File: src/rtl/spi_word_dispatcher.sv
// spi_word_dispatcher
//   Brings 32-bit game words from the microcontroller SPI link into the
//   pxl_clk domain, queues them in a small FIFO and releases each one to a
//   single sink (score/lifebar, timer/mouse or the octagon ring buffer).
//   Release can be restricted to vertical blanking, and ring occupancy is
//   tracked so the ring is never overrun or retired below empty.
//
// Build option: DISPATCH_VBLANK_GATE_EN
//   defined   -> words are released only while vblank is high
//   undefined -> release gate is always open and vblank is ignored
//
// Parameters
//   FIFO_DEPTH  word FIFO entries (power of two, >= 2)
//   RING_SLOTS  octagon ring-buffer capacity
//
// Ports
//   pxl_clk      pixel clock, the only clock
//   reset        synchronous, active-high
//   sck/sdi/cs   asynchronous SPI pins (sample on sck fall, MSB first, cs active-high)
//   vblank       vertical blanking
//   score_valid  one-cycle strobe, word_out is a type-00 word
//   timer_valid  one-cycle strobe, word_out is a type-01 word
//   oct_valid    one-cycle strobe, word_out is a type-11 ring add/retire
//   word_out     last word popped from the FIFO, held between strobes
//   oct_count    live ring entries
//   fifo_level   FIFO occupancy
//   drop_count   dropped-word counter, saturating at 255
//   busy         FSM active or FIFO non-empty
module spi_word_dispatcher #(
  parameter int unsigned FIFO_DEPTH = 4,
  parameter int unsigned RING_SLOTS = 8
) (
  input  logic        pxl_clk,
  input  logic        reset,
  input  logic        sck,
  input  logic        sdi,
  input  logic        cs,
  input  logic        vblank,
  output logic        score_valid,
  output logic        timer_valid,
  output logic        oct_valid,
  output logic [31:0] word_out,
  output logic [3:0]  oct_count,
  output logic [2:0]  fifo_level,
  output logic [7:0]  drop_count,
  output logic        busy
);

  localparam int unsigned AW = $clog2(FIFO_DEPTH);
  localparam logic [AW:0] PTR_ONE = (AW+1)'(1);
  localparam logic [AW:0] DEPTH_L = (AW+1)'(FIFO_DEPTH);
  localparam logic [3:0]  RING_FULL = 4'(RING_SLOTS);

  typedef enum logic [1:0] {IDLE, WAIT_BLANK, ISSUE} state_t;

  // ---------------- input synchronizers ----------------
  logic [1:0] sck_sync, sdi_sync, cs_sync;
  logic       sck_prev;
  logic       sck_fall;

  always_ff @(posedge pxl_clk) begin
    if (reset) begin
      sck_sync <= '0;
      sdi_sync <= '0;
      cs_sync  <= '0;
      sck_prev <= 1'b0;
    end else begin
      sck_sync <= {sck_sync[0], sck};
      sdi_sync <= {sdi_sync[0], sdi};
      cs_sync  <= {cs_sync[0], cs};
      sck_prev <= sck_sync[1];
    end
  end

  assign sck_fall = sck_prev & ~sck_sync[1];

  // ---------------- shifter ----------------
  logic [31:0] shreg;
  logic [4:0]  bitcnt;
  logic        word_done;

  always_ff @(posedge pxl_clk) begin
    if (reset) begin
      shreg     <= '0;
      bitcnt    <= '0;
      word_done <= 1'b0;
    end else begin
      word_done <= 1'b0;
      if (!cs_sync[1]) begin
        bitcnt <= '0;
      end else if (sck_fall) begin
        shreg <= {shreg[30:0], sdi_sync[1]};
        if (bitcnt == 5'd31) begin
          bitcnt    <= '0;
          word_done <= 1'b1;
        end else begin
          bitcnt <= bitcnt + 5'd1;
        end
      end
    end
  end

  // ---------------- word FIFO ----------------
  logic [31:0] mem [FIFO_DEPTH];
  logic [AW:0] wr_ptr, rd_ptr, level;
  logic        fifo_full, fifo_empty, push, pop, full_drop;
  state_t      state, next_state;

  assign level      = wr_ptr - rd_ptr;
  assign fifo_full  = (level == DEPTH_L);
  assign fifo_empty = (level == '0);
  assign pop        = (state == ISSUE);
  // A pop in the same cycle frees a slot, so a full FIFO still accepts.
  assign push       = word_done && (!fifo_full || pop);
  assign full_drop  = word_done && fifo_full && !pop;

  always_ff @(posedge pxl_clk) begin
    if (push) mem[wr_ptr[AW-1:0]] <= shreg;
  end

  always_ff @(posedge pxl_clk) begin
    if (reset) begin
      wr_ptr <= '0;
      rd_ptr <= '0;
    end else begin
      if (push) wr_ptr <= wr_ptr + PTR_ONE;
      if (pop)  rd_ptr <= rd_ptr + PTR_ONE;
    end
  end

  assign fifo_level = 3'(level);

  // ---------------- release gate ----------------
  logic gate;
`ifdef DISPATCH_VBLANK_GATE_EN
  assign gate = vblank;
`else
  logic unused_vblank;
  assign gate          = 1'b1;
  assign unused_vblank = vblank;
`endif

  // ---------------- dispatch FSM ----------------
  // word_out is loaded with the FIFO head on entry to ISSUE, so during ISSUE
  // the strobes and word_out are both valid and the head is popped.
  logic issue_drop;
  logic load_word;

  always_ff @(posedge pxl_clk) begin
    if (reset) state <= IDLE;
    else       state <= next_state;
  end

  always_comb begin
    next_state  = state;
    score_valid = 1'b0;
    timer_valid = 1'b0;
    oct_valid   = 1'b0;
    issue_drop  = 1'b0;
    case (state)
      IDLE: begin
        if (!fifo_empty) next_state = gate ? ISSUE : WAIT_BLANK;
      end
      WAIT_BLANK: begin
        if (gate) next_state = ISSUE;
      end
      ISSUE: begin
        next_state = IDLE;
        case (word_out[31:30])
          2'b00: score_valid = 1'b1;
          2'b01: timer_valid = 1'b1;
          2'b11: begin
            if (word_out[0] ? (oct_count == RING_FULL) : (oct_count == 4'd0))
              issue_drop = 1'b1;
            else
              oct_valid  = 1'b1;
          end
          default: issue_drop = 1'b1;
        endcase
      end
      default: next_state = IDLE;
    endcase
  end

  assign load_word = (state != ISSUE) && (next_state == ISSUE);

  always_ff @(posedge pxl_clk) begin
    if (reset)          word_out <= '0;
    else if (load_word) word_out <= mem[rd_ptr[AW-1:0]];
  end

  // ---------------- ring occupancy and drop counter ----------------
  logic [8:0] drop_sum;
  assign drop_sum = {1'b0, drop_count} + {8'd0, full_drop} + {8'd0, issue_drop};

  always_ff @(posedge pxl_clk) begin
    if (reset) begin
      oct_count  <= '0;
      drop_count <= '0;
    end else begin
      if (oct_valid) oct_count <= word_out[0] ? oct_count + 4'd1 : oct_count - 4'd1;
      drop_count <= drop_sum[8] ? 8'hFF : drop_sum[7:0];
    end
  end

  assign busy = (state != IDLE) || !fifo_empty;

endmodule

File: config.mk
export PLATFORM = sky130hd
export DESIGN_NAME = spi_word_dispatcher
export DESIGN_NICKNAME = d
export VERILOG_FILES = /design/src/rtl/spi_word_dispatcher.sv
export SDC_FILE = /design/constraint.sdc
export NUM_CORES = 1
export LEC_CHECK = 0
export CAP_MARGIN = 20
export CORE_MARGIN = 2
export CORE_UTILIZATION = 50
export CTS_CLUSTER_DIAMETER = 80
export DETAILED_ROUTE_END_ITERATION = 7
export DONT_BUFFER_PORTS = 1
export PLACE_DENSITY = 0.62
export SLEW_MARGIN = 20
export SYNTH_ARGS = -nofsm -noshare
export SYNTH_HDL_FRONTEND = slang
export SYNTH_SLANG_ARGS = --single-unit
File: constraint.sdc
create_clock -name pxl_clk -period 10.25 [get_ports pxl_clk]
set_clock_uncertainty 0.2 [all_clocks]
set_input_delay 2.05 -clock pxl_clk [delete_from_list [all_inputs] [get_ports pxl_clk]]
set_output_delay 2.05 -clock pxl_clk [all_outputs]
set_load 0.005 [all_outputs]
==> impl_results.md <==
* First-pass DRT Iterations at 4
* Mapped Avg Cell Area at 14.3 um^2
* Register area share after synthesis at 68.4%
* Detail Route Antenna Nets at 0
* I/O Buffers at 0
* Synthesis-to-finish area growth at 10.4%
* Leak pwr at 3.20 nW
* Tightest Pin Transition at 0.698 ns
* R2r startpoint: wr_ptr[0]
* XOR/XNOR Fraction of Synth Area at 1.42%
* Placer Congestion at 0.721
* Flop2flop setup slack at 6.84 ns
* CP Data Arrival Time at 2.51 ns
* Reg2reg end: drop_count[1]
* Yosys warnings at 0
* Post-synth cell types at 37
* Share of the synthesized area in the top cell type at 45.5%
* First-pass GRT wire length at 23400 um
* Tmin final at 4.76 ns
* Final WL at 14700 um
* Commonest cells after routing, fill and taps aside: 128 x edfxtp_1, 96 x dfxtp_1, 78 x nand2_1, 47 x a21oi_1, 44 x nor2_1
* Critical Path Start Type: flop
* Deepest clock path buffer count at 3
* Vias/cell at 5.41
* Resized cells post-CTS at 0
* FF-to-FF path depth at 12
* Final hold violations at 0
* Kind of critical path: flop to output pin
* PD cells at 196 nW/um^2
* CP Max Fanout at 4
* Layout cells sized above 1 at 12.3%
* Die area at 18000 um^2
* Final core occ at 56.3%
* Initial antenna violation count at 0
* Mux share of post-synthesis cell area at 12.5%
* Simple-gate area share of the yosys netlist at 8.67%
* CTS Hold Buffers Added at 0
* Adder-Cell Fraction of Synth Area at 2.34%
* WHS Endpoint: cs_sync[1]
* Largest family of logic cells by synthesized area: multiplexers
* Crit path cell chain: inv_1 -> ha_1 -> fa_1 -> xnor3_2 -> inv_1 -> or4_1
* Post-Synthesis Cells at 590
* Vias in the first global route at 4469
* CTS sink count at 225
* H-tree levels at 1
* Core footprint at 16600 um^2
* Grt ovf at 0
* Cell taking the most area after synthesis: edfxtp_1
* # IOs at 57
* Status: finished, final reports clean
* Final setup fails at 0
* Worst hold start: cs_sync[0]
* Initial Util at 51.0%
* Yosys reg bits at 225
* Pin count of the biggest net entering global routing at 96
* Peak VDD IR at 0.000128 V
* Crit path max-delay cell type: or4_1
* Hold Path Stages at 1
* Post-Route Setup TNS at 0 ns
* Post-CTS Setup Bufs at 0
* Post-DR wirelength/cell at 17.8 um
* CP Capture Type: output pin
* Syn Nets at 610
* ANT cells at 0
* DR vias at 4488
* FILL cells at 1329
* Drt drc at 0
* Core Rows at 47
* Worst skew pair latency at 0.49 ns
* Commonest non-fill, non-tap cell in the layout: edfxtp_1
* RSZ-0062 raised after global routing: no
* CP dominant cell by count: inv_1
* Die width at 134 um
* Max-cap viol count at 0
* Hpwl dp at 8030 um
* CP required at 8.00 ns
* CTS Buf Count at 22
* Die height at 134 um
* Synthesized area at 8460 um^2
* Compound-gate portion of the synthesized area at 4.23%
* Tot GR Track Use at 16.5%
* Reg clk slew, reported paths at 0.06 ns
* Largest cells by area after synthesis: edfxtp_1 45%, dfxtp_1 23%, mux4_2 8.5%
* Max stage delay on crit path at 0.51 ns
* Fin nets at 613
* Min-delay worst type: flop to flop
* Achievable Freq at 210 MHz
* CTS tree: done
* Worst slew margin at 53.5%
* Fin crit share at 46.4%
* Root buffer cell: clkbuf_16
* Total power at 1.83 mW
* Detailed Route Iter0 Violations at 332
* Pins Over Slew Limit at 0
-- registers in the layout, indices dropped and copies added (netlist names), 3 cells and up --
register	count
rd_ptr	3
drop_count	8
shreg	32
wr_ptr	3
word_out	32
mem	128
oct_count	4
bitcnt	5
-- metal layers --
metal	share of wire [%]	track usage, %	wire length [um]	vias to the layer above
li1	-	-	-	2147
met1	43	21.9	6400	2219
met2	49	28.1	7240	104
met3	5.9	3.21	867	18
met4	1.6	4.50	239	0
met5	0	0	0	-
-- worst max-delay path by stage --
stage | from | end | cells after the start
global placement | wr_ptr[0] | busy | 6
CTS | wr_ptr[0] | busy | 6
floorplan | wr_ptr[0] | busy | 6
global route | wr_ptr[0] | busy | 6
detailed placement | wr_ptr[0] | busy | 6
finish | wr_ptr[0] | busy | 6
-- logic make-up (layout without fill, tap and decap cells) --
| logic type | Yosys count | after routing |
|---|---|---|
| compound gates | 62 | 62 |
| simple gates | 168 | 168 |
| xor+xnor | 12 | 12 |
| fa+ha+maj | 14 | 14 |
| other cells | 1 | 1 |
| buf+inv | 42 | 61 |
| mux | 66 | 66 |
| flops | 225 | 225 |
-- power by group --
part	switching [mW]	total (mW)	internal [mW]
combinational	0.0495	0.0968	0.0473
clock	0.312	0.755	0.443
sequential	0.0156	0.978	0.962
-- synth_stat cells --
cell,number
o21ai_0,4
a211oi_1,3
nand4_1,3
o31ai_1,1
buf_1,2
a31oi_1,3
nand4b_1,1
clkbuf_1,23
a41oi_4,1
nor2_1,45
and3_1,5
or4_1,1
nand3_1,4
ha_1,11
mux4_2,32
xnor3_2,1
o311ai_0,1
nor2b_1,12
nand2b_1,2
dfxtp_1,97
buf_8,3
and2_1,6
xor2_1,3
mux2i_1,34
a21oi_1,47
inv_1,12
fa_1,3
buf_4,1
edfxtp_1,128
conb_1,1
or3_1,1
nor3_1,9
buf_2,1
xnor2_1,8
a2111oi_0,2
nand2_1,78
nor4b_1,1
-- through the flow --
step           std cells  area [um^2]  hold slack (ns)  setup WS [ns]
2_1_floorplan        590         8460            0.214           6.12
3_3_place_gp         789         8650            0.219           6.02
3_5_place_dp         789         8650            0.222           5.98
4_1_cts              829         9330            0.238           5.46
5_1_grt              829         9330            0.263           5.36
6_report             829         9330            0.239           5.49
-- critical path, delay by kind of cell (launching register included) --
family,cells,cell delay [ns]
buffers and inverters,2,0.19
DFF,1,0.39
adders and majority gates,2,0.63
xor gates and xnor gates,1,0.31
and+or+nand+nor,1,0.51
-- cell type report --
type / count / area (um^2) / share of cell area, %
inverter: 12 / 45.0 / 0.483
sequential: 225 / 5790 / 62.0
multi-input combinational: 323 / 2480 / 26.5
tap: 220 / 275 / 2.95
timing repair buffer: 9 / 67.6 / 0.724
clock buffer: 37 / 668 / 7.16
clock inverter: 3 / 15.0 / 0.161
No activity file was read; power rests on OpenSTA's default activity.
==> variant 1 (same settings) <==
One comparison of `oct_count` changes from == to >=.
--- a/src/rtl/spi_word_dispatcher.sv
+++ b/src/rtl/spi_word_dispatcher.sv
@@ -172,3 +172,3 @@
           2'b11: begin
-            if (word_out[0] ? (oct_count == RING_FULL) : (oct_count == 4'd0))
+            if (word_out[0] ? (oct_count >= RING_FULL) : (oct_count == 4'd0))
               issue_drop = 1'b1;
Function: same outputs for any inputs over 10 cycles, from zero or initial values and one cycle with reset high; that may be too few to reach the edited logic, so the function may still have changed.
==> variant 1 against the original RTL <==
- wire length hardly changed
- area after synthesis increased by 0.22%
- critical path depth did not move
- final area up 1.1%
- sequential cell count is the same
- power grew 2.6%
- worst setup slack got worse by 0.043 ns
- die area increased by 0.21%
- largest cell class unchanged
==> variant 1: results (changes against the original RTL) <==
[layout]
clk_share=0.07899  ; was 0.07319
inverters_excl_clock=12  ; unchanged
nets=616  ; was 613
nClkBuffers=34  ; was 37
multi_input_area_share=0.2648  ; was 0.2653
drive_above_1_share=0.1307  ; was 0.1232
multi_input_cells=326  ; was 323
antenna_cells=0  ; unchanged
fillCellCount=1347  ; was 1,329
seq_area_frac=0.6130  ; was 0.6200
bufAreaShareNonClock=0.009278  ; was 0.007239

[grt]
grt_pass1_vias=4623  ; was 4,469
gr-usage-all-layers=0.1713  ; was 0.1652
use_met2=0.3005  ; was 0.2815
grt_max_degree=96  ; unchanged
met3_usage=0.02948  ; was 0.03212
met1_usage=0.2191  ; was 0.2190
grt_pass1_wl_um=24260  ; was 23,410 µm

[place]
place.port_buffers=0  ; unchanged
place_congestion=0.8009  ; was 0.7207
hpwl_um=8035  ; was 8030 µm

[yosys]
syn-num-nets=613  ; was 610
synth_compound_area_frac=0.04547  ; was 0.04232
synth-xor-area-share=0.01107  ; was 0.01421
ys_seq_area_frac=0.6827  ; was 0.6842
ys_top_cells_by_count=edfxtp_1, dfxtp_1, nand2_1, a21oi_1, nor2_1  ; unchanged
ys_ff_latch=225  ; unchanged
synth_fa_ha_area_frac=0.02333  ; was 0.02338
synth_area_leaders=edfxtp_1, dfxtp_1, mux4_2  ; unchanged
synth_edf_count=128  ; unchanged
synthMuxAreaShare=0.1240  ; was 0.1255
synth.distinct_cells=40  ; was 37
yosys_warnings=0  ; unchanged

[cts]
cts_resized=0  ; unchanged
numCtsBuffers=22  ; unchanged
cts_buffer_depth=3  ; unchanged

[detailed_routing]
drt_wl_total_um=14740  ; was 14,750 µm
dr_total_vias=4513  ; was 4,488
drtIter0Drc=302  ; was 332

[status]
status=complete, no violations  ; unchanged

[timing]
worst_slew_pin_slew_ns=0.7043  ; was 0.6982 ns

[pwr]
p_leak_nw=3.251  ; was 3.196 nW
vdd_drop_max_uv=149.9  ; was 127.8 µV
power_switching_mw=0.3838  ; was 0.3775 mW

[setup_path]
worstPathArrival_ns=2.55  ; was 2.51 ns

[min_path]
min_path_type=register to register  ; unchanged

==> variant 1: worst paths after layout <==
path / endpoint / slack, ns / startpoint / depth (start not counted)
worst min-delay path: shreg[0]$_SDFFE_PP0P_ / 0.23 / sdi_sync[1]$_SDFF_PP0_ / 2
worst max-delay path: busy / 5.45 / wr_ptr[0]$_SDFFE_PP0P_ / 6
worst max register to register: drop_count[0]$_SDFF_PP0_ / 6.71 / wr_ptr[0]$_SDFFE_PP0P_ / 12
worst min register to register: shreg[0]$_SDFFE_PP0P_ / 0.23 / sdi_sync[1]$_SDFF_PP0_ / 2
==> variant 1: power by group through the flow <==
stage               combinational, mW  clock (mW)  sequential [mW]
floorplan                      0.0939           0            0.993
global route                    0.108       0.862            0.980
CTS                            0.0991       0.827            0.978
finish                         0.0963       0.803            0.978
global placement               0.0963           0            0.998
detailed placement             0.0986           0            0.998
==> variant 1: per-layer routing <==
layer | vias to the layer above | part of all wire
met2 | 67 | 0.51
met5 | - | 0
met3 | 24 | 0.034
met1 | 2258 | 0.43
li1 | 2164 | -
met4 | 0 | 0.021
==> variant 1: worst max-delay path: stages, from the launching register on <==
cell and delay (ns):
dfxtp_1 0.40, inv_1 0.10, ha_1 0.22, fa_1 0.42, xnor3_2 0.31, inv_1 0.09, or4_1 0.52
==> variant 1: metrics by stage <==
step | utilization | cells | hold slack [ns] | area [µm²] | setup slack, ns
floorplan | - | 593 | 0.2138 | 8474 | 6.116
global placement | 0.5226 | 791 | 0.2293 | 8667 | 5.992
detailed placement | 0.5243 | 792 | 0.2207 | 8695 | 5.948
CTS | 0.5693 | 832 | 0.2286 | 9440 | 5.404
global route | 0.5693 | 832 | 0.2567 | 9440 | 5.330
finish | 0.5693 | 832 | 0.2273 | 9440 | 5.449
==> variant 2 (config.mk and constraints unchanged) <==
Made on the original files. Add a define of `DISPATCH_VBLANK_GATE_EN`.
--- a/src/rtl/spi_word_dispatcher.sv
+++ b/src/rtl/spi_word_dispatcher.sv
@@ -28,2 +28,4 @@
 //   busy         FSM active or FIFO non-empty
+`define DISPATCH_VBLANK_GATE_EN
+
 module spi_word_dispatcher #(
Behaviour: same outputs for any inputs over 10 cycles, from zero or initial values and one cycle with reset high; that may be too few to reach the edited logic, so the function may still have changed.
==> variant 2 against the original RTL <==
- fmax up 3.0%
- core utilization increased by 1.1 points
- count of clock-buffer cells in the layout down 5
- hold slack gained 0.0012 ns
- final area rose by 1.9%
- sequential power is essentially flat
- combinational power rose by 26%
- worst setup slack improved by 0.14 ns
- sequential cell count is the same
- power rose by 9.1%
- area after synthesis up 0.18%
- wire length up 2.8%
==> variant 2: results (changes against the original RTL) <==
[setup_path]
crit_fanout=5  ; was 4
worstPathArrival_ns=2.37  ; was 2.51 ns

[pwr]
p_leak_nw=3.358  ; was 3.196 nW
vdd_drop_max_uv=115.4  ; was 127.8 µV
power_switching_mw=0.4112  ; was 0.3775 mW

[place]
hpwl_um=8170  ; was 8030 µm
dpl_cell_area_um2=8670  ; was 8651 µm²

[detailed_routing]
drtIter0Drc=243  ; was 332
wl_met3_um=849  ; was 867 µm
dr_total_vias=4562  ; was 4,488
wl_met2_um=7394  ; was 7240 µm

[yosys]
syn-num-nets=612  ; was 610
synth_compound_area_frac=0.04210  ; was 0.04232
synth_area_leaders=edfxtp_1, dfxtp_1, mux4_2  ; unchanged
synth-xor-area-share=0.01226  ; was 0.01421
ys_seq_area_frac=0.6830  ; was 0.6842
ys_top_cells_by_count=edfxtp_1, dfxtp_1, nand2_1, a21oi_1, nor2_1  ; unchanged

[layout]
nets=619  ; was 613

[status]
status=complete, no violations  ; unchanged

[grt]
grt_pass1_wl_um=24450  ; was 23,410 µm
gr-usage-all-layers=0.1736  ; was 0.1652
grt_max_degree=98  ; was 96

[timing]
slew_headroom=0.5096  ; was 0.5345

[cts]
numCtsBuffers=24  ; was 22

[min_path]
min_path_type=register to register  ; unchanged

-- variant 2: cell types whose count changed after synthesis, moves of 2 or more --
| cell | unedited run | this run |
|---|---|---|
| nand2b_1 | 2 | 5 |
| nor2b_1 | 12 | 9 |
| nor3_1 | 9 | 12 |
| buf_1 | 2 | 0 |
| nor2_1 | 45 | 43 |
-- variant 2: metrics by stage --
stage               setup slack, ns  hold slack, ns    util  instances
finish                        5.629          0.2401  0.5737        837
global route                  5.442          0.2661  0.5737        837
CTS                           5.577          0.2447  0.5730        836
detailed placement            6.122          0.2333  0.5228        792
global placement              6.146          0.2271  0.5228        792
floorplan                     6.302          0.2138       -        592
-- variant 2: final timing paths --
| path | slack, ns | start | depth (start not counted) | end |
|---|---|---|---|---|
| setup / recovery | 5.63 | wr_ptr[0]$_SDFFE_PP0P_ | 6 | busy |
| hold reg to reg | 0.24 | sdi_sync[1]$_SDFF_PP0_ | 2 | shreg[0]$_SDFFE_PP0P_ |
| hold / removal | 0.24 | sdi_sync[1]$_SDFF_PP0_ | 2 | shreg[0]$_SDFFE_PP0P_ |
| setup reg to reg | 6.60 | wr_ptr[0]$_SDFFE_PP0P_ | 12 | drop_count[1]$_SDFF_PP0_ |
-- variant 2: kinds of logic (layout without fill, tap and decap cells) --
group,after synthesis,count (layout)
AND/OR/NAND/NOR,174,174
flip-flops,225,225
buffers and inverters,42,67
adder cells (fa/ha/maj),14,14
AO/OA/AOI/OAI,62,62
multiplexers,65,65
XOR/XNOR,10,10
-- variant 2: routing by layer --
metal  GRT usage  up-vias
met5           0        -
met4     0.05439        0
met3     0.03401       22
met2      0.2829      103
met1      0.2383     2269
li1            -     2168
-- variant 2: area by class of cell --
type / count / area share
clock inverters: 12 / 0.01696
repair buffers: 10 / 0.008285
flip-flops and latches: 225 / 0.6082
multi-input cells: 325 / 0.2618
well taps: 220 / 0.02893
clock buffers: 32 / 0.07062
inverters: 13 / 0.005129
-- variant 2: power groups by stage --
stage	logic, mW	clock network [mW]	registers [mW]
floorplan	0.114	0	0.996
global placement	0.122	0	1.00
detailed placement	0.124	0	1.00
CTS	0.124	0.915	0.982
global route	0.136	0.952	0.984
finish	0.122	0.893	0.981
-- variant 2: critical path, stage by stage (launching register included) --
cell     delay [ns]
dfxtp_1        0.36
inv_1          0.11
ha_1           0.22
fa_1           0.40
xor3_2         0.32
nor3_1         0.31
nand2_1        0.14
